## config.mk

```make
export PLATFORM = sky130hd
export DESIGN_NAME = pipe_stage_reg
export DESIGN_NICKNAME = d
export VERILOG_FILES = /design/src/rtl/pipe_stage_reg.sv
export SDC_FILE = /design/constraint.sdc
export NUM_CORES = 1
export LEC_CHECK = 0
export ABC_AREA = 1
export CORE_MARGIN = 2
export CORE_UTILIZATION = 50
export CTS_BUF_LIST = sky130_fd_sc_hd__clkbuf_16
export CTS_CLUSTER_SIZE = 14
export DETAILED_ROUTE_END_ITERATION = 10
export GPL_TIMING_DRIVEN = 0
export PLACE_DENSITY_LB_ADDON = 0.2
export SETUP_SLACK_MARGIN = 0.15
export SLEW_MARGIN = 20
export SYNTH_ARGS = -nofsm -noshare
export SYNTH_HDL_FRONTEND = slang
export SYNTH_SLANG_ARGS = --single-unit
```

## constraint.sdc

```tcl
create_clock -name clk -period 4.5 [get_ports clk]
set_input_delay 0.45 -clock clk [delete_from_list [all_inputs] [get_ports clk]]
set_output_delay 0.45 -clock clk [all_outputs]
set_load 0.1 [all_outputs]
```

## src/rtl/pipe_stage_reg.sv

```systemverilog
// Parametrised pipeline stage register with valid/ready handshake and a 2-entry skid buffer.
// Optional performance counters (stall_cnt, flush_cnt) are built when PIPE_STAGE_PERF_EN is defined.
module pipe_stage_reg #(
    parameter int unsigned DATA_W = 128,
    parameter int unsigned CTRL_W = 24
`ifdef PIPE_STAGE_PERF_EN
    ,
    parameter int unsigned CNT_W  = 32
`endif
) (
    input  logic              clk,
    input  logic              rst_n,
    input  logic              flush,
    input  logic              in_valid,
    output logic              in_ready,
    input  logic [CTRL_W-1:0] in_ctrl,
    input  logic [DATA_W-1:0] in_data,
    output logic              out_valid,
    input  logic              out_ready,
    output logic [CTRL_W-1:0] out_ctrl,
    output logic [DATA_W-1:0] out_data,
    output logic [1:0]        occupancy
`ifdef PIPE_STAGE_PERF_EN
    ,
    output logic [CNT_W-1:0]  stall_cnt,
    output logic [CNT_W-1:0]  flush_cnt
`endif
);

    typedef enum logic [1:0] {
        EMPTY = 2'd0,
        ONE   = 2'd1,
        TWO   = 2'd2
    } state_t;

    state_t            state;
    state_t            state_nxt;
    logic [CTRL_W-1:0] skid_ctrl;
    logic [DATA_W-1:0] skid_data;

    logic       acc_c;
    logic       dep_c;
    logic       main_from_in_c;
    logic       main_from_skid_c;
    logic       skid_from_in_c;
    logic [1:0] occ_nxt_c;

    assign acc_c = in_valid & in_ready;
    assign dep_c = out_valid & out_ready;

    // Next-state and load selects; flush overrides every transition.
    always_comb begin
        state_nxt        = state;
        main_from_in_c   = 1'b0;
        main_from_skid_c = 1'b0;
        skid_from_in_c   = 1'b0;
        occ_nxt_c        = 2'd0;
        if (flush) begin
            state_nxt = EMPTY;
        end else begin
            case (state)
                EMPTY: begin
                    if (acc_c) begin
                        state_nxt      = ONE;
                        main_from_in_c = 1'b1;
                    end
                end
                ONE: begin
                    if (acc_c && dep_c) begin
                        main_from_in_c = 1'b1;
                    end else if (acc_c) begin
                        state_nxt      = TWO;
                        skid_from_in_c = 1'b1;
                    end else if (dep_c) begin
                        state_nxt = EMPTY;
                    end
                end
                TWO: begin
                    if (dep_c) begin
                        state_nxt        = ONE;
                        main_from_skid_c = 1'b1;
                    end
                end
                default: state_nxt = EMPTY;
            endcase
        end
        case (state_nxt)
            ONE:     occ_nxt_c = 2'd1;
            TWO:     occ_nxt_c = 2'd2;
            default: occ_nxt_c = 2'd0;
        endcase
    end

    always_ff @(posedge clk or negedge rst_n) begin
        if (!rst_n) begin
            state     <= EMPTY;
            out_valid <= 1'b0;
            in_ready  <= 1'b1;
            occupancy <= 2'd0;
            out_ctrl  <= '0;
            out_data  <= '0;
            skid_ctrl <= '0;
            skid_data <= '0;
        end else begin
            state     <= state_nxt;
            out_valid <= (state_nxt != EMPTY);
            in_ready  <= (state_nxt != TWO);
            occupancy <= occ_nxt_c;
            // Control is zeroed whenever the stage goes empty; data is left as-is.
            if (state_nxt == EMPTY) begin
                out_ctrl <= '0;
            end else if (main_from_in_c) begin
                out_ctrl <= in_ctrl;
            end else if (main_from_skid_c) begin
                out_ctrl <= skid_ctrl;
            end
            if (main_from_in_c) begin
                out_data <= in_data;
            end else if (main_from_skid_c) begin
                out_data <= skid_data;
            end
            if (skid_from_in_c) begin
                skid_ctrl <= in_ctrl;
                skid_data <= in_data;
            end
        end
    end

`ifdef PIPE_STAGE_PERF_EN
    // Saturating stall and flush counters.
    always_ff @(posedge clk or negedge rst_n) begin
        if (!rst_n) begin
            stall_cnt <= '0;
            flush_cnt <= '0;
        end else begin
            if (out_valid && !out_ready && (stall_cnt != '1)) begin
                stall_cnt <= stall_cnt + CNT_W'(1);
            end
            if (flush && ((occupancy != 2'd0) || in_valid) && (flush_cnt != '1)) begin
                flush_cnt <= flush_cnt + CNT_W'(1);
            end
        end
    end
`endif

endmodule

```

## Word-level counts from Yosys, hierarchy flattened

Index checks and enable logic that the tools add are counted.

- Equal/unequal tests: 5
- Muxes and demuxes: 23
- Bitwise operators: 2
- Reductions and logical operators: 6

Operators by type and width:

| cell | count |
|---|---|
| two-way mux 128 bit | 2 |
| two-way mux 24 bit | 3 |
| two-way mux 2 bit | 6 |
| two-way mux 1 bit | 9 |
| one-hot mux 2 bit (3 select lines) | 1 |
| == test 2 x 1 -> 1 bit, second input constant | 2 |
| == test 2 bit, second input constant | 2 |
| zero test 2 bit | 2 |
| one-hot mux 2 bit (2 select lines) | 1 |
| nonzero test 2 bit | 2 |
| nonzero test 3 bit | 1 |
| bitwise AND 1 bit | 2 |
| != test 2 bit, second input constant | 1 |
| one-hot mux 1 bit (2 select lines) | 1 |
| logical AND 1 bit | 1 |

- Bits in registers: 310
- Bits of input ports: 157
- Output and inout port bits: 156
- Word-level logic and storage cells: 44

## Logic depth before layout (Yosys ltp)

Gate-level depths: netlist (run 1).

- Depth after elaboration: 8
- Gate-level depth with buffers: 10
- Mapped depth without buffers: 8

## Worst setup path after synthesis (run 1)

OpenSTA, ideal clock, no wires.

- Path type: register to register
- Start point: register out_valid
- End point: register out_data[100]
- Library setup time: 120 ps
- Arrival: 2039 ps
- Required time: 4380 ps
- Slack: 2341 ps
- Cell stages (with the launch flop): 11
- Path buffers: 3
- Period minus slack after synthesis: 2159 ps
- Cells stage by stage: dfrtp_1 -> nand2_1 -> nand2_2 -> nand3_2 -> buf_6 -> buf_6 -> buf_2 -> nand2_1 -> o21ai_1 -> nand2_1 -> nand2_1

- Cells in the longest elaborated chain, start to end: 6
- Elaborated cells on any way between the ends: 10
- Those cells by class: mux: 7; bitwise: 1; reduce/logical: 2

Ends and longest elaborated chain:

| element | RTL line | source |
|---|---|---|
| start: declaration | 18 | `output logic out_valid,` |
| start signal: assignment | 106 | `out_valid <= (state_nxt != EMPTY);` |
| bitwise AND 1 bit (*) | 49 | `assign dep_c = out_valid & out_ready;` |
| logical AND 1 bit | 69 | `if (acc_c && dep_c) begin` |
| two-way mux 1 bit | 69 |  |
| one-hot mux 1 bit (2 select lines) | 61 | `case (state)` |
| two-way mux 1 bit | 58 | `if (flush) begin` |
| two-way mux 128 bit / nonzero test 2 bit (equally long branches) | - |  |
| end signal: assignment | 118 | `out_data <= in_data;` |
| end signal: assignment | 120 | `out_data <= skid_data;` |
| end: declaration | 21 | `output logic [DATA_W-1:0] out_data,` |

Mark *: on every way between the ends. The rest lies on a longest branch, timed or not.
A chain may end at the register's enable or synchronous reset.

## Worst setup path after layout (run 1)

- Start point: register in_ready
- End point: output port in_ready

RTL lines:

| element | RTL line | source |
|---|---|---|
| start: declaration | 15 | `output logic in_ready,` |
| start signal: assignment | 107 | `in_ready <= (state_nxt != TWO);` |

No word-level cell between the ends.

==> results_dict.tcl, run 1 <==
set metrics [dict create \
    grt_overflow 0 \
    synth_area_um2 13500 \
    setup_viol 0 \
    grt_util_met3_pct 6.24 \
    grtUsageMet1_pct 35.6 \
    drtPass1Iterations 5 \
    status "complete, no violations" \
    worstPathRequired_ns 4.05 \
    cts.hold.buffers_added 1 \
    clock_sinks 310 \
    cap_violations 0 \
    final_area_um2 18300 \
    slew_headroom_pct 28.6 \
    met2_usage_pct 45.8 \
    critPathCaptureType "output pin" \
    drt.antenna.violating_nets 0 \
    fp.dieW_um 168 \
    worstPathMaxFanout 2 \
    critPathLaunchType "register" \
    synth_cell_types 19 \
    vdd_drop_max_v 0.000615 \
    syn_nets 1829 \
    grt-busiest-layer "met2" \
    routed_wl_um 38800 \
    syn_to_final_growth_pct 35.2 \
    yosysWarningCount 0 \
    finalNetCount 2181 \
    io_buffers 312 \
    antenna_found_initial 2 \
    die_area_um2 28400 \
    vias 12296 \
    cp_top_family "buffers and inverters" \
    rsz0062_at_grt "no" \
    synth_seq_area_share_pct 57.4 \
    viasPerCell 5.14 \
    cts_max_path_buffers 3 \
    postPlaceCellArea_um2 17200 \
    hold_viol 0 \
    fin_skew_ns 0.0132 \
    globalRouteTotalUtil_pct 27.5 \
    cts_tree "done" \
    grt_max_degree 97 \
    tightest_slew_ns 1.07 \
    core_area_um2 26700 \
    min_period_ns 2.67 \
    dp_hpwl_um 27000 \
    max_freq_ghz 0.375 \
    max_stage_delay_ns 1.17 \
    p_leak_nw 9.33 \
    clkTransAtPathRegs_ns 0.06 \
    nFillCells 2225 \
    crit_chain "clkdlybuf4s50_1" \
    drc_errors 0 \
    slew_violations 0 \
    netlist_instances 1672 \
    crit_slowest_cell "clkdlybuf4s50_1" \
    p_per_area_nw_per_um2 805 \
    rows 60 \
    syn_avg_cell_area_um2 8.09 \
    path_class "register to output pin" \
    clock_latency_ns 0.51 \
    cts_htree_levels 2 \
    ios 313 \
    numCtsBuffers 34 \
    arrival_ns 2.22 \
    initial_utilization_pct 50.6 \
    fp.dieH_um 168 \
    rrSetupSlack_ns 2.27 \
    first_iter_violations 982 \
    synth_seq_cells 310 \
    grt_pass1_vias 12252 \
    cts_resized 0 \
    gp_congestion 0.843 \
    whs_ns 0.465 \
    postCtsSetupBuffers 0 \
    grt_pass1_wl_um 62300 \
    root_buffer "clkbuf_16" \
    hold_class "input port to async pin" \
    drive_above_1_share_pct 6.01 \
    fin_crit_sh_pct 59.3 \
    final_core_util_pct 68.4 \
    crit_buf_inv 1 \
    post_drt_wl_per_cell_um 16.2 \
]
[sequential cells by signal (all words and copies together), names as in the netlist]
signal	count
skid_ctrl	24
out_ctrl	24
out_valid	1
skid_data	128
out_data	128
occupancy	2
in_ready	1
state	2
[path summary, 6_finish.rpt]
path | startpoint | endpoint | cells past startpoint
setup / recovery | in_ready | in_ready | 1
hold / removal | rst_n | out_data[54] | 2
setup reg to reg | in_ready | skid_data[93] | 6
hold reg to reg | out_data[81] | out_data[81] | 2
max in group asynchronous | rst_n | out_data[28] | 3
min in group clk | out_data[81] | out_data[81] | 2
[synth_stat cells]
| library cell | count | area [um^2] |
|---|---|---|
| a21oi_1 | 30 | 150 |
| buf_2 | 48 | 240 |
| buf_4 | 4 | 30.0 |
| buf_6 | 8 | 90.1 |
| clkbuf_1 | 44 | 165 |
| dfrtp_1 | 309 | 7730 |
| dfstp_2 | 1 | 26.3 |
| inv_1 | 180 | 676 |
| inv_2 | 2 | 7.51 |
| nand2_1 | 700 | 2630 |
| nand2_2 | 2 | 12.5 |
| nand3_1 | 26 | 130 |
| nand3_2 | 3 | 30.0 |
| nand4_1 | 25 | 156 |
| nor2_1 | 8 | 30.0 |
| nor2_2 | 1 | 6.26 |
| nor2_4 | 1 | 11.3 |
| o21ai_0 | 216 | 1080 |
| o21ai_1 | 64 | 320 |
[layer usage]
metal / vias up / wire (um)
met5: - / 0
met1: 5882 / 16200
met3: 89 / 2780
li1: 5898 / -
met2: 427 / 18500
met4: 0 / 1340
[cell usage in the layout (no fill, tap or decap)]
master,netlist,routed
a21oi_1,30,30
buf_8,0,1
nor2_1,8,8
clkbuf_16,0,37
buf_2,48,48
clkinv_1,0,4
nand2_2,2,2
nor2_4,1,1
nand2_1,700,700
o21ai_1,64,64
buf_6,8,8
inv_1,180,187
nor2_2,1,1
dfrtp_1,309,309
inv_2,2,2
clkbuf_1,44,44
dlygate4sd3_1,0,1
bufinv_16,0,3
dfstp_2,1,1
o21ai_0,216,216
clkdlybuf4s50_1,0,311
diode_2,0,2
nand4_1,25,25
buf_4,4,4
nand3_2,3,3
buf_16,0,3
clkinv_2,0,9
nand3_1,26,26
[area by class of cell]
cell class                      instances  area, um^2  area share [%]
Sequential cell                       310        7760            42.4
Clock inverter                         23         176           0.965
Antenna cell                            2        5.00          0.0274
Buffer                                104         526            2.88
Multi-Input combinational cell       1076        4560            24.9
Inverter                              182         683            3.74
Clock buffer                           37         926            5.07
Timing Repair Buffer                  316        3220            17.6
Tap cell                              341         427            2.33
[logic make-up (layout without fill, tap and decap cells)]
logic type | Yosys count | after routing | synth area share, %
other | 0 | 2 | 0
flip-flops | 310 | 310 | 57.4
AND/OR/NAND/NOR | 766 | 766 | 22.2
buffers and inverters | 286 | 662 | 8.94
AO/OA/AOI/OAI | 310 | 310 | 11.5
[metrics by stage]
stage | instances | setup slack, ns | TNS, ns | power [mW]
global placement | 2325 | -10.59 | -3268.30 | 11.8
detailed placement | 2328 | 1.72 | 0 | 11.9
floorplan | 1672 | 2.34 | 0 | 10.0
global route | 2390 | 1.81 | 0 | 15.4
finish | 2391 | 1.83 | 0 | 14.7
CTS | 2389 | 1.82 | 0 | 14.8
[report_power, final]
group / internal [mW] / switching, mW / leakage (nW)
combinational: 1.80 / 5.54 / 4.79
sequential: 3.95 / 0.641 / 3.96
clock: 1.65 / 1.12 / 0.577
No activity file was read; power rests on OpenSTA's default activity.
==> inputs of run 2 (changes only) <==
clock period = 2.66 ns   (was 4.5 ns; I/O delays follow)
==> results of run 2 <==
The final DEF is identical to that of run 1. Status: complete, no violations.
Among the figures that moved: setup slack after placement 1.72 ns -> 0.0689 ns; setup slack after layout 1.83 ns -> 0.177 ns; hold slack 0.465 ns -> 0.281 ns; register-to-register setup slack 2.27 ns -> 0.43 ns; total power 14.7 mW -> 24.9 mW; worst IR drop on VDD 0.000615 V -> 0.00104 V
